--- config.mk ---
export PLATFORM = sky130hd
export DESIGN_NAME = semaforo_multi
export DESIGN_NICKNAME = d
export VERILOG_FILES = /design/src/rtl/semaforo_multi.sv
export SDC_FILE = /design/constraint.sdc
export NUM_CORES = 1
export LEC_CHECK = 0
export CAP_MARGIN = 25
export CORE_ASPECT_RATIO = 0.6
export CORE_MARGIN = 1.5
export CORE_UTILIZATION = 59
export CTS_CLUSTER_SIZE = 16
export DETAILED_ROUTE_END_ITERATION = 8
export GPL_TIMING_DRIVEN = 0
export HOLD_SLACK_MARGIN = 0.15
export PLACE_DENSITY = 0.86
export SETUP_SLACK_MARGIN = 0.1
export SYNTH_ARGS = -nofsm -noshare
export SYNTH_HDL_FRONTEND = slang
export SYNTH_SLANG_ARGS = --single-unit
--- constraint.sdc ---
create_clock -name clk_i -period 4.4 [get_ports clk_i]
set_input_delay 0.44 -clock clk_i [delete_from_list [all_inputs] [get_ports clk_i]]
set_output_delay 0.44 -clock clk_i [all_outputs]
set_load 0.01 [all_outputs]
--- src/rtl/semaforo_multi.sv ---
// Multi-approach traffic light controller: round-robin right of way with
// demand-driven green, yellow and all-red clearance phases plus pedestrian walk.
//
// state     | meaning
// ST_GREEN  | active approach has green (walk too if a ped call was latched)
// ST_YELLOW | active approach shows yellow, walk off
// ST_ALLRED | every approach red, clearance before next green
module semaforo_multi #(
    parameter int N_APP    = 2,
    parameter int TICK_DIV = 50_000_000,
    parameter int T_GMIN   = 5,
    parameter int T_GMAX   = 15,
    parameter int T_YEL    = 3,
    parameter int T_ARED   = 1
) (
    input  logic             clk_i,
    input  logic             rst_i,
    input  logic             enable_i,
    input  logic [N_APP-1:0] sensor_i,
    input  logic [N_APP-1:0] ped_req_i,
    output logic [N_APP-1:0] green_o,
    output logic [N_APP-1:0] yellow_o,
    output logic [N_APP-1:0] red_o,
    output logic [N_APP-1:0] walk_o,
    output logic [2:0]       active_o,
    output logic [3:0]       countdown_o
);

    localparam int PW = (TICK_DIV > 2) ? $clog2(TICK_DIV) : 1;
    localparam logic [N_APP-1:0] ONE = {{(N_APP-1){1'b0}}, 1'b1};
    localparam logic [3:0] CD_RST = (T_GMIN > 15) ? 4'd15 : 4'(T_GMIN);

    typedef enum logic [1:0] {ST_GREEN, ST_YELLOW, ST_ALLRED} state_t;

    state_t           state_q, state_d;
    logic [PW-1:0]    presc_q, presc_d;
    logic             tick;
    logic [7:0]       timer_q, timer_d, timer_inc;
    logic [2:0]       active_q, active_d, rr_next;
    logic [N_APP-1:0] ped_lat_q, ped_lat_d;
    logic             walk_flag_q, walk_flag_d;
    logic [N_APP-1:0] demand, act_mask, act_mask_d;
    logic             other_dem;
    logic [7:0]       rem;
    logic [3:0]       cd_d;
    logic [N_APP-1:0] green_d, yellow_d, red_d, walk_d;

    assign tick      = enable_i && (presc_q == PW'(TICK_DIV - 1));
    assign timer_inc = timer_q + 8'd1;
    assign demand    = sensor_i | ped_lat_q;
    assign act_mask  = ONE << active_q;
    assign other_dem = |(demand & ~act_mask);

    always_comb begin
        presc_d = presc_q;
        if (enable_i) begin
            presc_d = tick ? '0 : presc_q + PW'(1);
        end
    end

    // Descending scan so the nearest demanding approach after active wins.
    always_comb begin
        rr_next = 3'((int'(active_q) + 1) % N_APP);
        for (int k = N_APP - 1; k >= 1; k--) begin
            if (|(demand & (ONE << ((int'(active_q) + k) % N_APP)))) begin
                rr_next = 3'((int'(active_q) + k) % N_APP);
            end
        end
    end

    always_comb begin
        state_d     = state_q;
        timer_d     = timer_q;
        active_d    = active_q;
        walk_flag_d = walk_flag_q;
        ped_lat_d   = ped_lat_q | ped_req_i;
        if (tick) begin
            timer_d = timer_inc;
            case (state_q)
                ST_GREEN: begin
                    if (other_dem && (timer_inc >= 8'(T_GMIN))) begin
                        state_d = ST_YELLOW;
                        timer_d = '0;
                    end else if (timer_inc == 8'(T_GMAX)) begin
                        timer_d = '0;
                    end
                end
                ST_YELLOW: begin
                    if (timer_inc == 8'(T_YEL)) begin
                        state_d     = ST_ALLRED;
                        timer_d     = '0;
                        walk_flag_d = 1'b0;
                    end
                end
                ST_ALLRED: begin
                    if (timer_inc == 8'(T_ARED)) begin
                        state_d     = ST_GREEN;
                        timer_d     = '0;
                        active_d    = rr_next;
                        walk_flag_d = |(ped_lat_q & (ONE << rr_next));
                        // A request arriving in the entry cycle stays latched.
                        ped_lat_d   = (ped_lat_q & ~(ONE << rr_next)) | ped_req_i;
                    end
                end
                default: begin
                    state_d = ST_GREEN;
                    timer_d = '0;
                end
            endcase
        end
    end

    // Outputs are built from next-state values so they register with the state.
    always_comb begin
        act_mask_d = ONE << active_d;
        green_d    = (state_d == ST_GREEN)  ? act_mask_d : '0;
        yellow_d   = (state_d == ST_YELLOW) ? act_mask_d : '0;
        red_d      = ~(green_d | yellow_d);
        walk_d     = ((state_d == ST_GREEN) && walk_flag_d) ? act_mask_d : '0;
        case (state_d)
            ST_GREEN:  rem = (timer_d < 8'(T_GMIN)) ? 8'(T_GMIN) - timer_d
                                                    : 8'(T_GMAX) - timer_d;
            ST_YELLOW: rem = 8'(T_YEL) - timer_d;
            ST_ALLRED: rem = 8'(T_ARED) - timer_d;
            default:   rem = '0;
        endcase
        cd_d = (rem > 8'd15) ? 4'd15 : rem[3:0];
    end

    always_ff @(posedge clk_i) begin
        if (rst_i) begin
            state_q     <= ST_GREEN;
            presc_q     <= '0;
            timer_q     <= '0;
            active_q    <= '0;
            ped_lat_q   <= '0;
            walk_flag_q <= 1'b0;
            green_o     <= ONE;
            yellow_o    <= '0;
            red_o       <= ~ONE;
            walk_o      <= '0;
            active_o    <= '0;
            countdown_o <= CD_RST;
        end else begin
            state_q     <= state_d;
            presc_q     <= presc_d;
            timer_q     <= timer_d;
            active_q    <= active_d;
            ped_lat_q   <= ped_lat_d;
            walk_flag_q <= walk_flag_d;
            green_o     <= green_d;
            yellow_o    <= yellow_d;
            red_o       <= red_d;
            walk_o      <= walk_d;
            active_o    <= active_d;
            countdown_o <= cd_d;
        end
    end

endmodule

# Yosys cells after proc, flatten, opt, wreduce, memory -nomap -nowiden
# Index checks and enable logic that the tools add are counted.
# word_totals
ff_bits	54
ram_bits	0
n_memories	0
mem_bits_ro	0
in_bits	7
latch_bits	0
# classes
n_lt_le_gt_ge	3
mul	0
bitwise	12
add_sub_neg	7
n_reduce_logical	9
shifts	3
muxes	27
n_div	0
eq_ne	8
# op_table
op	n
$mux 8	6
$pmux 8 s3	2
$add 26x1->26 const B	1
$eq 26x26->1 const B	1
$mux 26	1
$mux 2	9
$mux 3	3
$shl 1x3->2 const A	3
$add 8x1->8 const B	1
$eq 8x1->1 const B	1
$eq 8x2->1 const B	1
$eq 8x4->1 const B	1
$ge 8x3->1 const B	1
$gt 8x4->1 const B	1
$lt 8x3->1 const B	1
$or 2x2->2	4
$reduce_or 2->1	4
$sub 1x8->8 const A	1
$sub 2x8->8 const A	1
$sub 3x8->8 const A	1
$sub 4x8->8 const A	1
$and 2x2->2	3
$not 2->2	3
$pmux 2 s3	1
other kinds (10)	17

# Logic depth before layout (Yosys ltp)
# Gate-level depths: netlist of run 1.
# logic_depth
depth_word	13
depth_mapped	15

# Worst setup path after synthesis of run 1
# Ideal clock, no wire load.
# synth_timing
path_kind	reg-to-reg
start	register timer_q[1]
end	register countdown_o[3]
n_path_buf	1
stages_incl_launch_ff	16
required_time_ns	4.305
setup_ns	0.095
arrival_time_ns	3.387
setup_slack_ns	0.918
path_cell_list	dfxtp_1 > ha_1 > clkbuf_1 > nand4_1 > a21oi_1 > o211ai_2 > o31ai_1 > nand3_1 > a32oi_1 > inv_1 > ha_1 > a21o_1 > and3_1 > o32ai_2 > o41ai_1 > a221oi_1
# synth_between
elab_chain_len	11
# synth_rtl
element	line_no	text
start: declaration	38	logic [7:0] timer_q, timer_d, timer_inc;
start signal: assignment	147	timer_q <= timer_d;
$add 8x1->8 *	49	assign timer_inc = timer_q + 8'd1;
$ge 8x3->1 or $eq 8x4->1 (tied branches)	81, 84	
$logic_and 1x1->1 or $mux 8 (tied branches)	81, 84	
$mux 8	81	if (other_dem && (timer_inc >= 8'(T_GMIN))) begin
$pmux 8 s3 *	79	case (state_q)
$mux 8 *	77	if (tick) begin
via timer_d[2]	38	
$sub 4x8->8, or another cell as far along	122	: 8'(T_GMAX) - timer_d;
$mux 8	121	ST_GREEN: rem = (timer_d < 8'(T_GMIN)) ? 8'(T_GMIN) - timer_d
$pmux 8 s3 *	120	case (state_d)
$gt 8x4->1	127	cd_d = (rem > 8'd15) ? 4'd15 : rem[3:0];
$mux 4 *	127	
end signal: assignment	143	countdown_o <= CD_RST;
end signal: assignment	156	countdown_o <= cd_d;
end: declaration	26	output logic [3:0] countdown_o
# The timed path passes the listed nets; every way through them passes the cells marked *.
# A chain may end at the register's enable or synchronous reset.

# Worst setup path in the final report of run 1
# layout_timing
start	register timer_q[1]
end	register countdown_o[3]
# layout_between
elab_chain_len	11
# layout_rtl
element	line_no
$add 8x1->8	49
$ge 8x3->1 or $eq 8x4->1 (tied branches)	81, 84
$logic_and 1x1->1 or $mux 8 (tied branches)	81, 84
$mux 8	81
$pmux 8 s3	79
$mux 8	77
$sub 4x8->8, or another cell as far along	122
$mux 8	121
$pmux 8 s3 *	120
$gt 8x4->1	127
$mux 4 *	127
# Mark *: on every way between the ends. The rest lies on a longest branch, timed or not.

==> impl_metrics.yaml, run 1 <==
synthesis:
  asyncSetResetFlopFracSynth: 0
  yosysSeqAreaShare: 0.322
  synth_common_cells: "dfxtp_1, nor2_1, nand2_1"
  synth.distinct_cells: 72
  netlist.area_leader.share: 0.322
  yosysWarnings: 0
  syn-num-nets: 413
  synth.most_common_cell: "dfxtp_1"
  netlist_instances: 392
  syn_avg_cell_area_um2: 8.57
  synth_area_leaders: "dfxtp_1, nor2_1, ha_1"
  synth_area_leader_cell: "dfxtp_1"
  syn_area_um2: 3360
  synth_edf_count: 0
  synth-seq-cells: 54
  ys.flop_type: "dfxtp_1"
clocking:
  path_clk_slew_ps: 110
  cts_resized: 0
  cts_tree: "yes"
  ctsRootBufferMaster: "clkbuf_8"
  cts_buffers: 5
  cts_hold_buf: 0
  cts.htree.levels: 2
  cts_sinks: 54
  clock_path_buffers: 2
  clk_latency_ps: 320
  post_cts_buffers: 0
worst_hold_path:
  hold_path_class: "reg -> reg"
  hp-start: "presc_q[1]$_SDFFE_PP0P_"
  holdPathStages: 2
global_routing:
  grt_max_degree: 19
  grt_antenna_before_repair: 0
  grt_first_pass_wirelength_um: 12700
  grt.total_usage: 0.267
  grt_pass1_vias: 2564
  grt_overflow: 0
routing:
  wl_met2_um: 3210
  met1_length_um: 3860
  route.vias.total: 3045
  drc: 0
  drt_iter0_markers: 308
  wirelength_um: 7980
  postRouteAntennaNets: 0
  wl_per_cell_um: 15.9
  drt-pass1-iter-count: 5
  met3WireLength_um: 788
  topRoutingLayerUsed: "met4"
  viasPerCell: 6.08
cells_and_area:
  area.growth.synth_to_final_pct: 12.8
  nFillCells: 428
  layout.nets: 441
  fin_area_um2: 3790
  drive_above_1_share: 0.124
  antenna_cells: 0
power:
  clock_power_share: 0.326
  leakage_nw: 1.43
  powerDensity_nw_per_um2: 239
  combPwrFrac: 0.123
  p_sw_frac: 0.274
  p_int_mw: 0.658
  power.switching_mw: 0.249
  seq_power_share: 0.550
  ir_drop_uv: 144
setup_path:
  cp_cell_sequence: "ha_1 > clkbuf_1 > nand4_1 > a21oi_1 > o211ai_2 > o32ai_1 > o21ai_2 > a31oi_4 > ha_1 > nand4b_1 > and3_1 > o32ai_2 > o41ai_1 > a221oi_1"
  endpoint_kind: "flop"
  path_class: "reg -> reg"
  path_max_fanout: 9
  r2r-start: "timer_q[1]$_SDFF_PP0_"
  timing.rr.end: "countdown_o[3]$_SDFF_PP0_"
  worstRegToRegCells: 14
  crit_end: "countdown_o[3]$_SDFF_PP0_"
  slowest_stage: "dfxtp_1"
  cp.arrival_ps: 4300
  startpoint: "timer_q[1]$_SDFF_PP0_"
  crit_top_cell: "ha_1"
  cpPeakStageDelay_ps: 470
  reg2reg_setup_slack_ps: 340
  startpoint_type: "flop"
  critical_path_required_ps: 4630
timing:
  finClkSkew_ps: 8.23
  final-hold-violation-count: 0
  drv_slew: 0
  setup_tns_ps: 0
  maxSlewHeadroom: 0.531
  min_period_ps: 4060
  worstMarginPinSlew_ps: 699
  setup_viol: 0
  rsz0062_at_grt: "false"
  fmax_mhz: 246
  min_period_over_period: 0.923
die:
  fp.dieH_um: 61.5
  io_pins: 22
  die_w_um: 100
  core_area_um2: 5540
  die_area_um2: 6170
  fp-row-count: 21
  start_util: 0.606
outcome:
  status: "finished clean"
run:
  drv_cap: 0
placement:
  dpl.hpwl_um: 5960
  gp_congestion: 0.951
  io_buffer_count: 21
  placed_area_um2: 3670
layer usage:
layer,GRT usage,vias to the layer above
met5,0,-
met4,0.0704,0
met3,0.0624,17
met2,0.372,136
met1,0.408,1418
li1,-,1474
worst min-delay path by stage:
stage                          endpoint  slack (ps)
2_1_floorplan  presc_q[25]$_SDFFE_PP0P_         450
3_3_place_gp   presc_q[25]$_SDFFE_PP0P_         470
5_1_grt        presc_q[25]$_SDFFE_PP0P_         520
4_1_cts         presc_q[1]$_SDFFE_PP0P_         510
3_5_place_dp    presc_q[1]$_SDFFE_PP0P_         490
6_report        presc_q[1]$_SDFFE_PP0P_         500
kinds of logic after synthesis:
group | after synthesis | share of synthesized area
fa+ha+maj | 14 | 0.0521
compound gates | 85 | 0.200
mux | 2 | 0.00596
xor+xnor | 28 | 0.0752
buf+inv | 30 | 0.0398
simple gates | 179 | 0.305
flops | 54 | 0.322
worst max-delay path, delay by kind of cell, from the launching register on:
family | cells | cell delay (ps)
AOI/OAI and AO/OA | 8 | 2210
adders and majority gates | 2 | 400
buffers and inverters | 1 | 350
and+or+nand+nor | 3 | 530
DFF | 1 | 470
cell usage in the layout, fill, tap and decap left out, types with 6 or more instances in the layout:
| master | Yosys | layout |
|---|---|---|
| o21ai_0 | 14 | 14 |
| or3_1 | 6 | 6 |
| and3_1 | 13 | 13 |
| xor2_1 | 14 | 14 |
| nor2_1 | 52 | 52 |
| dfxtp_1 | 54 | 54 |
| a21oi_1 | 19 | 18 |
| xnor2_1 | 13 | 13 |
| nand3_1 | 12 | 12 |
| nor3_1 | 7 | 7 |
| o211ai_1 | 6 | 6 |
| nand4_1 | 8 | 8 |
| ha_1 | 14 | 14 |
| clkbuf_1 | 8 | 8 |
| clkdlybuf4s50_1 | 0 | 21 |
| nand2_1 | 32 | 32 |
| inv_1 | 14 | 14 |
layout make-up:
| type | count | area [um2] | area share |
|---|---|---|---|
| Multi-Input combinational cell | 308 | 2170 | 0.573 |
| Sequential cell | 54 | 1080 | 0.285 |
| Buffer | 15 | 77.6 | 0.0205 |
| Tap cell | 80 | 100 | 0.0264 |
| Clock inverter | 3 | 26.3 | 0.00693 |
| Timing Repair Buffer | 21 | 210 | 0.0554 |
| Inverter | 15 | 56.3 | 0.0149 |
| Clock buffer | 5 | 68.8 | 0.0182 |
sequential cells by signal, indices dropped and copies added (netlist names):
signal / count
presc_q: 26
timer_q: 8
countdown_o: 4
active_q: 3
green_o: 2
ped_lat_q: 2
red_o: 2
state_q: 2
walk_o: 2
yellow_o: 2
walk_flag_q: 1
power by group through the flow:
stage	logic, mW	registers, mW	clock network, mW
after floorplan	0.0728	0.511	0
after global placement	0.102	0.510	0
after detailed placement	0.106	0.510	0
after CTS	0.106	0.499	0.296
after global routing	0.122	0.500	0.321
final	0.112	0.499	0.296
per-stage QoR:
stage	utilization	power, mW	worst slack, ps	hold WS, ps	cells
finish	0.684	0.907	337	504	501
global route	0.684	0.944	128	522	501
CTS	0.679	0.901	150	506	501
detailed placement	0.662	0.616	72.6	490	493
global placement	0.662	0.612	160	468	493
floorplan	-	0.584	918	454	392
Note: power is estimated with default switching activity, not from simulation.
==> inputs of run 2 (changes only) <==
--- a/config.mk
+++ b/config.mk
@@ -7,10 +7,11 @@
 export LEC_CHECK = 0
 export CAP_MARGIN = 25
 export CORE_ASPECT_RATIO = 0.6
-export CORE_MARGIN = 1.5
-export CORE_UTILIZATION = 59
+export CORE_MARGIN = 4
+export CORE_UTILIZATION = 64
 export CTS_CLUSTER_SIZE = 16
 export DETAILED_ROUTE_END_ITERATION = 8
+export DONT_BUFFER_PORTS = 1
 export GPL_TIMING_DRIVEN = 0
 export HOLD_SLACK_MARGIN = 0.15
 export PLACE_DENSITY = 0.86
==> run 2 against run 1 <==
Compared with the run above: total power fell by 2.2%; largest power group unchanged; critical path type unchanged; critical endpoint unchanged; first-iteration DRC count rose by 12%; highest routed layer unchanged; combinational power fell by 6%; fmax rose by 3.4%.
==> impl_metrics.yaml, run 2 (synthesis gave the netlist of run 1 again) <==
outcome:
  status: "finished clean"
global_routing:
  grt.total_usage: 0.256
  grt_overflow: 0
  grt_antenna_before_repair: 0
  grt_first_pass_wirelength_um: 13400
  grt_max_degree: 18
  grt_pass1_vias: 2701
cells_and_area:
  register_area_um2: 1080
  multi_input_area_um2: 2180
  mostFrequentLayoutCell: "dfxtp_1"
  area.growth.synth_to_final_pct: 6.55
  largest_reg_flops: 26
  layout_common_cells: "dfxtp_1, nor2_1, nand2_1"
  drive_above_1_share: 0.139
  nFillCells: 401
  layout.nets: 422
  regMostFlops: "presc_q"
  antenna_cells: 0
  top_regs: "presc_q (26), timer_q (8), countdown_o (4)"
setup_path:
  endpoint_kind: "flop"
  path_max_fanout: 9
  path_class: "reg -> reg"
  cp.arrival_ps: 4160
  startpoint_type: "flop"
  critical_path_required_ps: 4630
power:
  p_int_mw: 0.649
  powerDensity_nw_per_um2: 248
  clock_power_share: 0.318
  leakage_nw: 1.37
  combPwrFrac: 0.118
  seq_power_share: 0.564
  ir_drop_uv: 125
  power.switching_mw: 0.238
  p_sw_frac: 0.268
die:
  core_area_um2: 5080
  die_w_um: 102
  io_pins: 22
  die_area_um2: 6510
  fp-row-count: 20
  fp.dieH_um: 64.1
  start_util: 0.661
routing:
  postRouteAntennaNets: 0
  drc: 0
  viasPerCell: 6.31
  wl_per_cell_um: 16.9
  route.vias.total: 2951
  drt_iter0_markers: 344
  wirelength_um: 7930
  drt-pass1-iter-count: 5
timing:
  drv_slew: 0
  maxSlewHeadroom: 0.571
  worstMarginPinSlew_ps: 640
  final-hold-violation-count: 0
  fin_ws_ps: 469
  setup_viol: 0
  setup_tns_ps: 0
  rsz0062_at_grt: "false"
  fmax_mhz: 254
  min_period_ps: 3930
  finClkSkew_ps: 10.4
  min_period_over_period: 0.893
placement:
  gp_congestion: 0.914
  dpl.hpwl_um: 5910
  io_buffer_count: 0
  place_ws_ps: 124
clocking:
  ctsRootBufferMaster: "clkbuf_8"
  cts.htree.levels: 2
  path_clk_slew_ps: 100
  clk_latency_ps: 310
  cts_hold_buf: 0
  cts_tree: "yes"
  clock_path_buffers: 2
  cts_sinks: 54
  cts_buffers: 5
worst_hold_path:
  hold_path_class: "in -> reg"
run:
  drv_cap: 0
==> run 2: cell types whose count changed in the layout (fill, tap and decap cells not counted) <==
cell | previous run | this run
clkdlybuf4s50_1 | 21 | 0
clkinv_4 | 3 | 0
buf_4 | 0 | 2
clkinv_2 | 0 | 2
clkbuf_1 | 8 | 7
clkbuf_2 | 0 | 1
inv_6 | 0 | 1
o32ai_1 | 1 | 0
o32ai_2 | 1 | 2
==> run 2: power groups by stage <==
stage / Combinational (mW) / Sequential [mW] / Clock, mW
5_1_grt: 0.116 / 0.502 / 0.310
6_report: 0.105 / 0.501 / 0.282
4_1_cts: 0.0941 / 0.501 / 0.286
3_3_place_gp: 0.0887 / 0.512 / 0
3_5_place_dp: 0.0923 / 0.512 / 0
2_1_floorplan: 0.0728 / 0.511 / 0
==> run 2: area by class of cell <==
| cell class | count | share of cell area |
|---|---|---|
| buffer | 15 | 0.0220 |
| clock buffer | 5 | 0.0192 |
| clock inverter | 3 | 0.00524 |
| inverter | 15 | 0.0157 |
| multi-input combinational | 308 | 0.609 |
| sequential | 54 | 0.302 |
| tap | 66 | 0.0231 |
| timing repair buffer | 2 | 0.00419 |
==> run 2: what timing repair did <==
item                       in CTS  in global routing
resized for setup               1                  6
buffers inserted                0                  2
pin swaps                       0                  1
hold endpoints to repair        0                  0
setup endpoints to repair       1                  3
==> run 2: layer usage <==
| metal | global-route usage | routed length (um) | part of all wire | up-vias |
|---|---|---|---|---|
| li1 | - | - | - | 1439 |
| met1 | 0.396 | 3870 | 0.49 | 1365 |
| met2 | 0.349 | 3250 | 0.41 | 136 |
| met3 | 0.0698 | 754 | 0.095 | 11 |
| met4 | 0.0498 | 56 | 0.0071 | 0 |
| met5 | 0 | 0 | 0 | - |
==> run 2: final timing paths <==
path	slack, ps	to	cells after the start	startpoint
hold / removal	240	ped_lat_q[0]$_SDFF_PP0_	2	ped_req_i[0]
hold reg to reg	500	presc_q[1]$_SDFFE_PP0P_	2	presc_q[1]$_SDFFE_PP0P_
setup / recovery	470	countdown_o[3]$_SDFF_PP0_	15	timer_q[0]$_SDFF_PP0_
setup reg to reg	470	countdown_o[3]$_SDFF_PP0_	15	timer_q[0]$_SDFF_PP0_
==> run 2: stage by stage <==
step	hold WS, ps	std cells	instance area (um2)	total power [mW]	util
2_1_floorplan	454	392	3360	0.584	-
3_3_place_gp	467	458	3440	0.601	0.678
4_1_cts	243	466	3540	0.881	0.696
6_report	241	468	3580	0.888	0.705
5_1_grt	243	468	3580	0.927	0.705
3_5_place_dp	495	458	3440	0.605	0.678
==> run 2: worst max-delay path, stage by stage, from the launching register on <==
cell and delay [ps]:
dfxtp_1 390, ha_1 220, clkbuf_2 190, and3_1 230, nor4_2 280, o211ai_2 260
o31ai_1 280, nand3_1 160, a32oi_4 380, inv_1 130, ha_1 220, a21o_1 170
and3_1 220, o32ai_2 320, o41ai_1 130, a221oi_1 280
==> inputs of run 3 (changes only) <==
--- a/config.mk
+++ b/config.mk
@@ -7,7 +7,6 @@
 export LEC_CHECK = 0
 export CAP_MARGIN = 25
 export CORE_ASPECT_RATIO = 0.6
-export CORE_MARGIN = 4
 export CORE_UTILIZATION = 64
 export CTS_CLUSTER_SIZE = 16
 export DETAILED_ROUTE_END_ITERATION = 8
@@ -16,6 +15,7 @@
 export HOLD_SLACK_MARGIN = 0.15
 export PLACE_DENSITY = 0.86
 export SETUP_SLACK_MARGIN = 0.1
+export SLEW_MARGIN = 20
 export SYNTH_ARGS = -nofsm -noshare
 export SYNTH_HDL_FRONTEND = slang
 export SYNTH_SLANG_ARGS = --single-unit
==> run 3 against run 2 <==
Compared with the run above: total power up 7.8%; clock-buffer cell count unchanged; die area down 15%; fmax down 2.3%; final area up 0.17%; sequential share of layout area down 0.053 points; setup slack worse by 93 ps; combinational power down 5%; wire length up 1.9%.
==> impl_metrics.yaml, run 3 (synthesis gave the netlist of run 1 again) <==
outcome:
  status: "finished clean"
clocking:
  cts_buffers: 5
  cts.htree.levels: 2
  cts_sinks: 54
  clock_path_buffers: 2
  ctsRootBufferMaster: "clkbuf_8"
  clk_latency_ps: 330
  cts_hold_buf: 0
  path_clk_slew_ps: 110
  post_cts_buffers: 0
  cts_tree: "yes"
timing:
  rsz0062_at_grt: "false"
  setup_viol: 0
  min_period_over_period: 0.915
  worstMarginPinSlew_ps: 693
  min_period_ps: 4020
  fmax_mhz: 249
  whs_ps: 228
  finClkSkew_ps: 13.8
  drv_slew: 0
  maxSlewHeadroom: 0.524
  final-hold-violation-count: 0
  setup_tns_ps: 0
routing:
  drt_iter0_markers: 249
  postRouteAntennaNets: 0
  wl_per_cell_um: 17.3
  route.vias.total: 3002
  drc: 0
  viasPerCell: 6.44
  drt-pass1-iter-count: 5
  wirelength_um: 8080
worst_hold_path:
  hp-start: "ped_req_i[0]"
  hold_path_class: "in -> reg"
global_routing:
  grt_overflow: 0
  grt.total_usage: 0.309
  grt_pass1_vias: 2646
  grt_first_pass_wirelength_um: 13000
  grt_max_degree: 19
  grt_antenna_before_repair: 0
cells_and_area:
  drive_above_1_share: 0.130
  regMostFlops: "presc_q"
  area.growth.synth_to_final_pct: 6.74
  layout.nets: 420
  mostFrequentLayoutCell: "dfxtp_1"
  fin_area_um2: 3590
  largest_reg_flops: 26
  top_regs: "presc_q (26), timer_q (8), countdown_o (4)"
  layout_common_cells: "dfxtp_1, nor2_1, nand2_1"
  antenna_cells: 0
placement:
  dpl.hpwl_um: 5970
  placed_area_um2: 3440
  io_buffer_count: 0
  gp_congestion: 0.930
setup_path:
  crit_top_cell: "ha_1"
  path_max_fanout: 9
  path_class: "reg -> reg"
  r2r-start: "timer_q[1]$_SDFF_PP0_"
  critical_path_required_ps: 4640
  startpoint: "timer_q[1]$_SDFF_PP0_"
  cpPeakStageDelay_ps: 640
  slowest_stage: "mux2i_1"
  cp_cell_sequence: "ha_1 > clkbuf_2 > and3_1 > nor4_2 > o211a_4 > a41oi_1 > mux2i_1 > ha_1 > a21o_1 > nand3_2 > o311ai_2 > o41ai_1 > a221oi_1"
  startpoint_type: "flop"
  endpoint_kind: "flop"
  cp.arrival_ps: 4270
die:
  io_pins: 22
  fp-row-count: 20
  die_w_um: 95.5
  die_area_um2: 5550
  fp.dieH_um: 58.1
  core_area_um2: 5050
  start_util: 0.665
power:
  powerDensity_nw_per_um2: 267
  ir_drop_uv: 157
  leakage_nw: 1.36
run:
  drv_cap: 0
-- run 3: changes by cell type in the layout (fill, tap and decap cells not counted), sizes merged --
cell      previous run  this run
buf                  9         7
clkinv               2         0
bufinv               0         1
clkinvlp             0         1
-- run 3: metal layers --
metal	GRT usage	up-vias	routed length, um	part of all wire
met5	0	-	0	0
met4	0.0959	0	102	0.013
met3	0.0617	11	778	0.096
met2	0.428	149	3250	0.40
met1	0.476	1415	3950	0.49
li1	-	1427	-	-
-- run 3: final timing paths --
kind              slack [ps]                        end  depth (start not counted)
setup reg to reg         380  countdown_o[3]$_SDFF_PP0_                         13
hold / removal           230    ped_lat_q[0]$_SDFF_PP0_                          2
hold reg to reg          510   presc_q[25]$_SDFFE_PP0P_                          2
setup / recovery         380  countdown_o[3]$_SDFF_PP0_                         13
-- run 3: timing repair --
| item | CTS | global route |
|---|---|---|
| resized for setup | 1 | 4 |
| hold endpoints to repair | 0 | 0 |
| setup endpoints to repair | 2 | 4 |
| gates cloned | 0 | 0 |
-- run 3: area by class of cell --
class	count	area, um2
clock inverters	3	48.8
plain buffers	15	78.8
flip-flops and latches	54	1080
clock buffers	5	68.8
well taps	66	82.6
multi-input cells	308	2170
inverters	15	56.3
fillers	410	1470
-- run 3: per-stage QoR --
step	worst slack (ps)	instances	util	total power [mW]
floorplan	918	392	-	0.584
global placement	172	458	0.681	0.601
detailed placement	60.2	458	0.681	0.604
CTS	175	466	0.706	0.951
global route	104	466	0.709	0.986
finish	376	466	0.709	0.957
-- run 3: power breakdown --
group / internal [mW] / switching (mW) / total, mW / leakage, nW
sequential: 0.496 / 0.00519 / 0.501 / 0.436
clock: 0.174 / 0.183 / 0.356 / 0.0563
combinational: 0.0379 / 0.0624 / 0.100 / 0.872
total: 0.707 / 0.250 / 0.957 / 1.36
-- run 3: critical path, delay by kind of cell (launching register included) --
kind                     cells  cell delay (ps)
flip-flops                   1              420
adder cells (fa/ha/maj)      2              610
multiplexers                 1              640
AO/OA/AOI/OAI                6             1420
AND/OR/NAND/NOR              3              650
buffers and inverters        1              200
